### src/rtl/gcd_lcm_pkg.sv
// gcd_lcm_pkg: shared types and constants for the GCD/LCM coprocessor.
//   - state_t      : sequencer states
//   - arith_mode_t : operation select for the shared arithmetic unit
//   - REG_*        : word offsets inside the 16-byte bus window
//   - CTRL_*       : bit positions of the CTRL register
//   - OP_*         : operation encodings carried in CTRL.op
package gcd_lcm_pkg;

  typedef enum logic [2:0] {
    IDLE = 3'd0,
    ZCHK = 3'd1,
    GCD  = 3'd2,
    DIV  = 3'd3,
    MUL  = 3'd4,
    FIN  = 3'd5
  } state_t;

  typedef enum logic [1:0] {
    ARITH_ADD  = 2'd0,  // a + b, carry on cout
    ARITH_SUB  = 2'd1,  // a - b
    ARITH_DIFF = 2'd2   // larger minus smaller
  } arith_mode_t;

  localparam logic [1:0] REG_CTRL = 2'd0;
  localparam logic [1:0] REG_A    = 2'd1;
  localparam logic [1:0] REG_B    = 2'd2;
  localparam logic [1:0] REG_RES  = 2'd3;

  localparam int CTRL_START = 0;
  localparam int CTRL_OP    = 1;
  localparam int CTRL_CLR   = 2;

  localparam logic OP_GCD = 1'b0;
  localparam logic OP_LCM = 1'b1;

endpackage

### src/rtl/gcd_lcm_arith.sv
// gcd_lcm_arith: the single compare/subtract/add unit shared by every phase.
// Ports:
//   a, b  in  WIDTH  operands
//   mode  in         ARITH_ADD / ARITH_SUB / ARITH_DIFF
//   res   out WIDTH  result (low WIDTH bits)
//   cout  out 1      carry out of the add (bit WIDTH of the sum)
//   eq    out 1      a == b
//   gt    out 1      a > b
module gcd_lcm_arith
  import gcd_lcm_pkg::*;
#(
  parameter int WIDTH = 32
) (
  input  logic [WIDTH-1:0] a,
  input  logic [WIDTH-1:0] b,
  input  arith_mode_t      mode,
  output logic [WIDTH-1:0] res,
  output logic             cout,
  output logic             eq,
  output logic             gt
);

  logic [WIDTH-1:0] op_l;
  logic [WIDTH-1:0] op_r;
  logic [WIDTH:0]   sum;

  always_comb begin
    eq   = (a == b);
    gt   = (a > b);
    op_l = a;
    op_r = b;
    // DIFF swaps the operands so one subtractor always yields a non-negative result
    if (mode == ARITH_DIFF && !gt) begin
      op_l = b;
      op_r = a;
    end
    if (mode == ARITH_ADD) sum = {1'b0, op_l} + {1'b0, op_r};
    else                   sum = {1'b0, op_l} - {1'b0, op_r};
    res  = sum[WIDTH-1:0];
    cout = sum[WIDTH];
  end

endmodule

### src/rtl/gcd_lcm_sequencer.sv
// gcd_lcm_sequencer: memory-mapped GCD/LCM coprocessor on the data bus.
// Software writes A, B and CTRL; the FSM runs subtractive GCD, then (LCM only)
// a repeated-subtraction divide A/g and a shift-add multiply q*B, all through
// one shared gcd_lcm_arith instance.
// Ports:
//   clk    in  1      core clock
//   reset  in  1      asynchronous active-high reset
//   sel    in  1      address decode hit for this block
//   addr   in  2      word offset: 0 CTRL/STATUS, 1 A, 2 B, 3 RESULT
//   we     in  1      write strobe
//   wdata  in  WIDTH  store data
//   rdata  out WIDTH  combinational read data (0 when sel is low)
//   irq    out 1      completion interrupt, only when GCD_LCM_IRQ_EN is defined
module gcd_lcm_sequencer
  import gcd_lcm_pkg::*;
#(
  parameter int WIDTH = 32,
  parameter int CNT_W = 6
) (
  input  logic             clk,
  input  logic             reset,
  input  logic             sel,
  input  logic [1:0]       addr,
  input  logic             we,
  input  logic [WIDTH-1:0] wdata,
  output logic [WIDTH-1:0] rdata
`ifdef GCD_LCM_IRQ_EN
  ,
  output logic             irq
`endif
);

  localparam logic [CNT_W-1:0] CNT_LAST = CNT_W'(WIDTH - 1);

  state_t             state_reg, state_next;
  logic [WIDTH-1:0]   a_reg, a_next, b_reg, b_next, result_reg, result_next;
  logic [WIDTH-1:0]   x_reg, x_next, y_reg, y_next, q_reg, q_next;
  logic [2*WIDTH-1:0] acc_reg, acc_next;
  logic [CNT_W-1:0]   cnt_reg, cnt_next;
  logic               op_reg, op_next, done_reg, done_next, err_reg, err_next;
  logic               busy, wr_hit;
  logic [WIDTH-1:0]   q_inc;

  logic [WIDTH-1:0]   arith_a, arith_b, arith_res;
  arith_mode_t        arith_mode;
  logic               arith_cout, arith_eq, arith_gt;

  gcd_lcm_arith #(.WIDTH(WIDTH)) u_arith (
    .a    (arith_a),
    .b    (arith_b),
    .mode (arith_mode),
    .res  (arith_res),
    .cout (arith_cout),
    .eq   (arith_eq),
    .gt   (arith_gt)
  );

  assign busy   = (state_reg != IDLE);
  assign wr_hit = sel & we;
  assign q_inc  = q_reg + WIDTH'(1);

  always_comb begin
    state_next  = state_reg;
    a_next      = a_reg;
    b_next      = b_reg;
    result_next = result_reg;
    x_next      = x_reg;
    y_next      = y_reg;
    q_next      = q_reg;
    acc_next    = acc_reg;
    cnt_next    = cnt_reg;
    op_next     = op_reg;
    done_next   = done_reg;
    err_next    = err_reg;
    arith_a     = x_reg;
    arith_b     = y_reg;
    arith_mode  = ARITH_DIFF;

    case (state_reg)
      IDLE: begin
        if (wr_hit && addr == REG_A) a_next = wdata;
        if (wr_hit && addr == REG_B) b_next = wdata;
        if (wr_hit && addr == REG_CTRL) begin
          if (wdata[CTRL_START]) begin
            op_next    = wdata[CTRL_OP];
            x_next     = a_reg;
            y_next     = b_reg;
            done_next  = 1'b0;
            err_next   = 1'b0;
            state_next = ZCHK;
          end else if (wdata[CTRL_CLR]) begin
            done_next = 1'b0;
            err_next  = 1'b0;
          end
        end
      end
      ZCHK: begin
        state_next = FIN;
        if (x_reg == '0 && y_reg == '0) begin
          result_next = '0;
          err_next    = 1'b1;
        end else if (op_reg == OP_LCM && (x_reg == '0 || y_reg == '0)) begin
          result_next = '0;
        end else if (x_reg == '0) begin
          result_next = y_reg;
        end else if (y_reg == '0) begin
          result_next = x_reg;
        end else begin
          state_next = GCD;
        end
      end
      GCD: begin
        if (arith_eq) begin
          if (op_reg == OP_GCD) begin
            result_next = x_reg;
            state_next  = FIN;
          end else begin
            // x keeps g; y becomes the working remainder of A for the divide
            y_next     = a_reg;
            q_next     = '0;
            state_next = DIV;
          end
        end else if (arith_gt) begin
          x_next = arith_res;
        end else begin
          y_next = arith_res;
        end
      end
      DIV: begin
        arith_a    = y_reg;
        arith_b    = x_reg;
        arith_mode = ARITH_SUB;
        y_next     = arith_res;
        q_next     = q_inc;
        // remainder equal to g means this subtraction leaves zero
        if (arith_eq) begin
          acc_next   = {{WIDTH{1'b0}}, q_inc};
          cnt_next   = '0;
          state_next = MUL;
        end
      end
      MUL: begin
        // multiplier q sits in acc low half and shifts out LSB-first
        arith_a    = acc_reg[2*WIDTH-1:WIDTH];
        arith_b    = b_reg;
        arith_mode = ARITH_ADD;
        if (acc_reg[0]) acc_next = {arith_cout, arith_res, acc_reg[WIDTH-1:1]};
        else            acc_next = {1'b0, acc_reg[2*WIDTH-1:1]};
        cnt_next = cnt_reg + CNT_W'(1);
        if (cnt_reg == CNT_LAST) begin
          result_next = acc_next[WIDTH-1:0];
          err_next    = |acc_next[2*WIDTH-1:WIDTH];
          state_next  = FIN;
        end
      end
      FIN: begin
        done_next  = 1'b1;
        state_next = IDLE;
      end
      default: state_next = IDLE;
    endcase
  end

  always_ff @(posedge clk or posedge reset) begin
    if (reset) begin
      state_reg  <= IDLE;
      a_reg      <= '0;
      b_reg      <= '0;
      result_reg <= '0;
      x_reg      <= '0;
      y_reg      <= '0;
      q_reg      <= '0;
      acc_reg    <= '0;
      cnt_reg    <= '0;
      op_reg     <= OP_GCD;
      done_reg   <= 1'b0;
      err_reg    <= 1'b0;
    end else begin
      state_reg  <= state_next;
      a_reg      <= a_next;
      b_reg      <= b_next;
      result_reg <= result_next;
      x_reg      <= x_next;
      y_reg      <= y_next;
      q_reg      <= q_next;
      acc_reg    <= acc_next;
      cnt_reg    <= cnt_next;
      op_reg     <= op_next;
      done_reg   <= done_next;
      err_reg    <= err_next;
    end
  end

`ifdef GCD_LCM_IRQ_EN
  logic irq_reg, irq_next;

  always_comb begin
    irq_next = irq_reg;
    if (sel && !we && addr == REG_CTRL) irq_next = 1'b0;
    if (!busy && wr_hit && addr == REG_CTRL && (wdata[CTRL_START] || wdata[CTRL_CLR]))
      irq_next = 1'b0;
    // completion takes priority over a simultaneous STATUS read
    if (state_reg == FIN) irq_next = 1'b1;
  end

  always_ff @(posedge clk or posedge reset) begin
    if (reset) irq_reg <= 1'b0;
    else       irq_reg <= irq_next;
  end

  assign irq = irq_reg;
`endif

  always_comb begin
    rdata = '0;
    if (sel) begin
      case (addr)
        REG_CTRL: rdata[2:0] = {err_reg, done_reg, busy};
        REG_A:    rdata = a_reg;
        REG_B:    rdata = b_reg;
        default:  rdata = result_reg;
      endcase
    end
  end

endmodule
### config.mk
export PLATFORM = sky130hd
export DESIGN_NAME = gcd_lcm_sequencer
export DESIGN_NICKNAME = d
export VERILOG_FILES = /design/src/rtl/gcd_lcm_pkg.sv /design/src/rtl/gcd_lcm_arith.sv /design/src/rtl/gcd_lcm_sequencer.sv
export SDC_FILE = /design/constraint.sdc
export NUM_CORES = 1
export LEC_CHECK = 0
export ABC_AREA = 1
export CORE_ASPECT_RATIO = 1.2
export CORE_MARGIN = 2
export CORE_UTILIZATION = 50
export CTS_CLUSTER_DIAMETER = 80
export DETAILED_ROUTE_END_ITERATION = 10
export PLACE_DENSITY = 0.74
export SYNTH_ARGS = -nofsm -noshare
export SYNTH_HDL_FRONTEND = slang
export SYNTH_SLANG_ARGS = --single-unit
export TNS_END_PERCENT = 5
### constraint.sdc
create_clock -name clk -period 10 [get_ports clk]
set_clock_uncertainty 0.1 [all_clocks]
set_input_delay 1 -clock clk [delete_from_list [all_inputs] [get_ports clk]]
set_output_delay 1 -clock clk [all_outputs]
set_load 0.1 [all_outputs]
==> metrics, run 1 <==
status=complete, no violations; Mapped Nets=3015; Tcrit/Tclk final=0.8955; Die X-Extent=185.2 um; Metal-1 WL=28870 um; Final #Nets=2993; IO Port Bufs=69; Register-to-Register Path Depth=41; Non-Filler Instances=3433; Largest register FFs=64; Synth top area share=0.3403; Syn Inst Count=2910; Reg-to-Reg End=err_reg; Least-Margin Pin Slew=1.153 ns; I/O Pins=70; YS warnings=0; Slew Limit Headroom=0.2304; Num CTS Buffers=26; RePlAce Congestion=0.9903; Post-Place Cells=3386; Critical Path Slowest Stage Cell=o21ai_0; Clk Latency, worst-skew pair=0.56 ns; hold_buf cts=0; vias in the first global route=19680; Worst Hold Depth=2; All-Layer GR Usage=0.3438; # rows=79; RSZ-0062 raised after global routing=no; Top Metal Used=met4; most frequent cells in the layout=nand2_1, inv_1, o21ai_0, dfrtp_1, nor2_1; max cap viols=0; Initial Utilization=0.5074; post-CTS resize count=0; Worst path max stage delay=0.69 ns; Overflow after GRT=0; setup_tns=0 ns; DRC Markers=0; die area=41030 um^2; Vias=20410; EDFF count, synth=0; crit path time final=8.955 ns; Fmax=111.7 MHz; register area share after synthesis=0.3403; first-pass GRT wire length=109900 um; Final Hold Violating Endpoints=0; Crit path required time=10.33 ns; Hold EP=acc_reg[5]; reg2reg start=state_reg[0]; fraction of registers with async set/reset=1.000; critical path arrival=9.29 ns; DR vias/cell=5.946; initial antenna violation count=0; pin count of the biggest net entering global routing=137; final slew viol count=0; crit end category=register; WL final=70500 um; cell repeated most along the worst path=nand2_1; first drt pass iteration count=6; Reg clk slew, reported paths=0.07 ns; commonest non-fill, non-tap cell in the layout=nand2_1; CTS H-tree depth=1; clock sinks=268; met3 routed WL=6658 um; Worst setup SP type=register; ys flop type=dfrtp_1; post-DP HPWL=52320 um; top cell type by total area after synthesis=dfrtp_1; CORE AREA=38850 um^2; Mapped Area=19710 um^2; number of synthesized register bits=268; Starting DRT DRC Count=2270; largest cells by area after synthesis=dfrtp_1, nand2_1, o21ai_0; worst min-delay path class=register to register; root buffer cell=clkbuf_16; final-report setup violation count=0; Setup Crit Path Kind=register to register; met2 routed WL=31840 um; Final ANT Viol Nets=0; share of layout cells above drive strength 1=0.04954; Ant. Diodes=0; wire length per cell=20.53 um; library cells used by synthesis=56; Post-CTS Setup Repair Bufs=0; crit-path max FO=75; TritonCTS clock tree=done; flop-to-flop setup slack=1.04 ns; area grow syn2layout=10.14%; syn avg cell area=6.773 um^2; hold path startpoint=acc_reg[5]; die height=221.5 um; clock buffer depth=3
## cell families after synthesis
family / share of synthesized area
fa+ha+maj: 0.04291
xor+xnor: 0.02488
buf+inv: 0.1171
flops: 0.3403
mux: 0.002285
simple gates: 0.2433
compound gates: 0.2293
## layout make-up
type	instances	area [um^2]
timing repair buffer	97	925.9
sequential	268	6706
clock buffer	32	724.4
inverter	445	1679
multi-input combinational	2050	10740
tap	526	658.1
clock inverter	15	279.0
fill	3786	17140
## critical path: cells and delay by family, from the launching register on
family / cells / cell delay (ns)
compound gates: 4 / 1.42
fa+ha+maj: 2 / 0.60
simple gates: 29 / 4.64
flops: 1 / 0.51
xor+xnor: 2 / 0.60
buf+inv: 4 / 0.93
## stage by stage
stage	cell area [um^2]	hold WS, ns	util	setup slack, ns
4_1_cts	21710	0.3843	0.5588	1.141
5_1_grt	21710	0.4044	0.5588	0.3128
6_report	21710	0.3793	0.5588	1.045
3_5_place_dp	20700	0.3662	0.5330	1.201
3_3_place_gp	20700	0.3638	0.5330	1.408
2_1_floorplan	19710	0.3492	-	1.518
## synthesized netlist by cell type (7+ instances only)
master and number:
inv_1 436, nor2_2 9, nand2_1 692, xor2_1 50, a21oi_1 180, nand3_1 136
nor2_1 195, o22ai_1 66, nor3_1 21, nand4_1 34, nand2_2 17, clkbuf_1 104
o21ai_0 368, a221oi_1 22, buf_6 7, o211ai_1 35, o221ai_1 57, inv_2 7
buf_1 21, dfrtp_1 268, ha_1 66, a31oi_1 13, nor4_1 12, buf_2 9
## metal layers
metal / vias to the layer above / GRT usage
met5: - / 0
met4: 0 / 0.1457
met3: 193 / 0.05995
met2: 1052 / 0.5433
met1: 9547 / 0.4634
li1: 9619 / -
## worst max path at each step
stage                to         start
2_1_floorplan  a_reg[0]         reset
3_3_place_gp    err_reg  state_reg[0]
3_5_place_dp    err_reg  state_reg[0]
4_1_cts         err_reg  state_reg[0]
5_1_grt         err_reg  state_reg[0]
6_report        err_reg  state_reg[0]
Power of run 1 is not shown: default switching activity piles up to over one toggle a cycle in this logic, so the estimate is an artifact.
==> inputs of run 2 (changes only) <==
- PLACE_DENSITY: 0.74 -> 0.66
==> run 2 against run 1 <==
  * Cell area down 0.50%
  * Register-to-register slack worse by 0.46 ns
  * Via count up 0.67%
  * Wire length up 2.9%
  * Cell count about the same
  * Die area unchanged
  * Global-route usage up 0.71 points
  * Critical path depth down 1
==> metrics, run 2 (synthesis results as in run 1) <==
setup_tns=0 ns (unchanged); Layout fillers=3855 (was 3786); Crit path required time=10.33 ns (about the same); Post-CTS Setup Repair Bufs=0 (unchanged); commonest non-fill, non-tap cell in the layout=nand2_1 (unchanged); Overflow after GRT=0 (unchanged); most frequent cells in the layout=nand2_1, inv_1, o21ai_0, dfrtp_1, nor2_1 (unchanged); Register-to-Register Path Depth=40 (was 41); Least-Margin Pin Slew=1.118 ns (was 1.153 ns); Num CTS Buffers=27 (was 26); TritonCTS clock tree=done (unchanged); Critical Path Slowest Stage Cell=inv_2 (was o21ai_0); cell repeated most along the worst path=nand2_1 (unchanged); flop-to-flop setup slack=0.59 ns (was 1.04 ns); Die X-Extent=185.2 um (unchanged); root buffer cell=clkbuf_16 (unchanged); Worst setup SP type=register (unchanged); reg2reg start=state_reg[2] (was state_reg[0]); Ant. Diodes=0 (unchanged); Worst Hold Depth=2 (unchanged); Reg clk slew, reported paths=0.06 ns (was 0.07 ns); RSZ-0062 raised after global routing=no (unchanged); pin count of the biggest net entering global routing=148 (was 137); critical path arrival=9.74 ns (was 9.29 ns); Hold EP=acc_reg[7] (was acc_reg[5]); die height=221.5 um (unchanged); Tcrit/Tclk final=0.9413 (was 0.8955); WL final=72530 um (was 70500 um); DRC Markers=0 (unchanged); CTS H-tree depth=1 (unchanged); Reg-to-Reg End=err_reg (unchanged); crit end category=register (unchanged); # rows=79 (unchanged); initial antenna violation count=0 (unchanged); wire length per cell=21.11 um (was 20.53 um); max cap viols=0 (unchanged); IO Port Bufs=69 (unchanged); Clk Latency, worst-skew pair=0.55 ns (was 0.56 ns); CORE AREA=38850 um^2 (unchanged); Starting DRT DRC Count=2479 (was 2270); Slew Limit Headroom=0.2471 (was 0.2304); Final Hold Violating Endpoints=0 (unchanged); RePlAce Congestion=0.9831 (was 0.9903); share of layout cells above drive strength 1=0.04948 (was 0.04954); crit-path max FO=48 (was 75); area grow syn2layout=9.586% (was 10.14%); vias in the first global route=19300 (was 19680); Initial Utilization=0.5074 (unchanged); Setup Crit Path Kind=register to register (unchanged); All-Layer GR Usage=0.3509 (was 0.3438); Fmax=106.2 MHz (was 111.7 MHz); Final ANT Viol Nets=0 (unchanged); Worst path max stage delay=0.94 ns (was 0.69 ns); status=complete, no violations (unchanged); final-report setup violation count=0 (unchanged); Final #Nets=2996 (was 2993); die area=41030 um^2 (unchanged); first drt pass iteration count=6 (unchanged); I/O Pins=70 (unchanged); clock buffer depth=3 (unchanged); DR vias/cell=5.980 (was 5.946); first-pass GRT wire length=111600 um (was 109900 um); post-DP HPWL=52880 um (was 52320 um); clock sinks=268 (unchanged); worst min-delay path class=register to register (unchanged); final slew viol count=0 (unchanged); hold path startpoint=acc_reg[7] (was acc_reg[5]); Vias=20550 (was 20410); Largest register FFs=64 (unchanged); crit path time final=9.413 ns (was 8.955 ns)
==> run 2: what timing repair did <==
item	CTS	global route
resized for setup	0	5
hold buffers	0	0
setup endpoints to repair	0	2
==> run 2: worst max-delay path by stage <==
stage | slack (ns) | from | end
floorplan | 1.52 | reset | a_reg[0]
global placement | 0.58 | state_reg[2] | err_reg
detailed placement | 0.40 | state_reg[2] | err_reg
CTS | 0.38 | state_reg[2] | err_reg
global route | 0.10 | state_reg[2] | err_reg
finish | 0.59 | state_reg[2] | err_reg
==> run 2: worst max-delay path: cells and delay by family, from the launching register on <==
family / cells / cell delay (ns)
AND/OR/NAND/NOR: 24 / 3.87
buffers and inverters: 6 / 1.87
adder cells (fa/ha/maj): 3 / 0.97
AO/OA/AOI/OAI: 5 / 1.24
XOR/XNOR: 2 / 0.75
flip-flops: 1 / 0.49
==> run 2: final cells by class <==
cell class	count	area, um^2	share of cell area
Sequential cell	268	6706	0.3105
Multi-Input combinational cell	2050	10750	0.4977
Clock inverter	8	90.09	0.004171
Tap cell	526	658.1	0.03047
Timing Repair Buffer	99	940.9	0.04356
Inverter	445	1680	0.07780
Clock buffer	40	774.5	0.03586
==> run 2: stage by stage <==
stage | hold WS [ns] | std cells | utilization | worst slack, ns | area (um^2)
finish | 0.3784 | 3436 | 0.5560 | 0.5867 | 21600
global route | 0.4003 | 3436 | 0.5560 | 0.1033 | 21600
CTS | 0.3820 | 3436 | 0.5555 | 0.3845 | 21580
detailed placement | 0.3652 | 3388 | 0.5333 | 0.3951 | 20710
global placement | 0.3624 | 3388 | 0.5333 | 0.5821 | 20710
floorplan | 0.3492 | 2910 | - | 1.518 | 19710
==> run 2: routing by layer <==
metal / routed length, um / track usage / vias up
met1: 30390 / 0.4976 / 9702
met5: 0 / 0 / -
met3: 7232 / 0.05733 / 147
met4: 2630 / 0.1237 / 0
met2: 32280 / 0.5412 / 1074
li1: - / - / 9625
Power of run 2 is left out for the same reason.
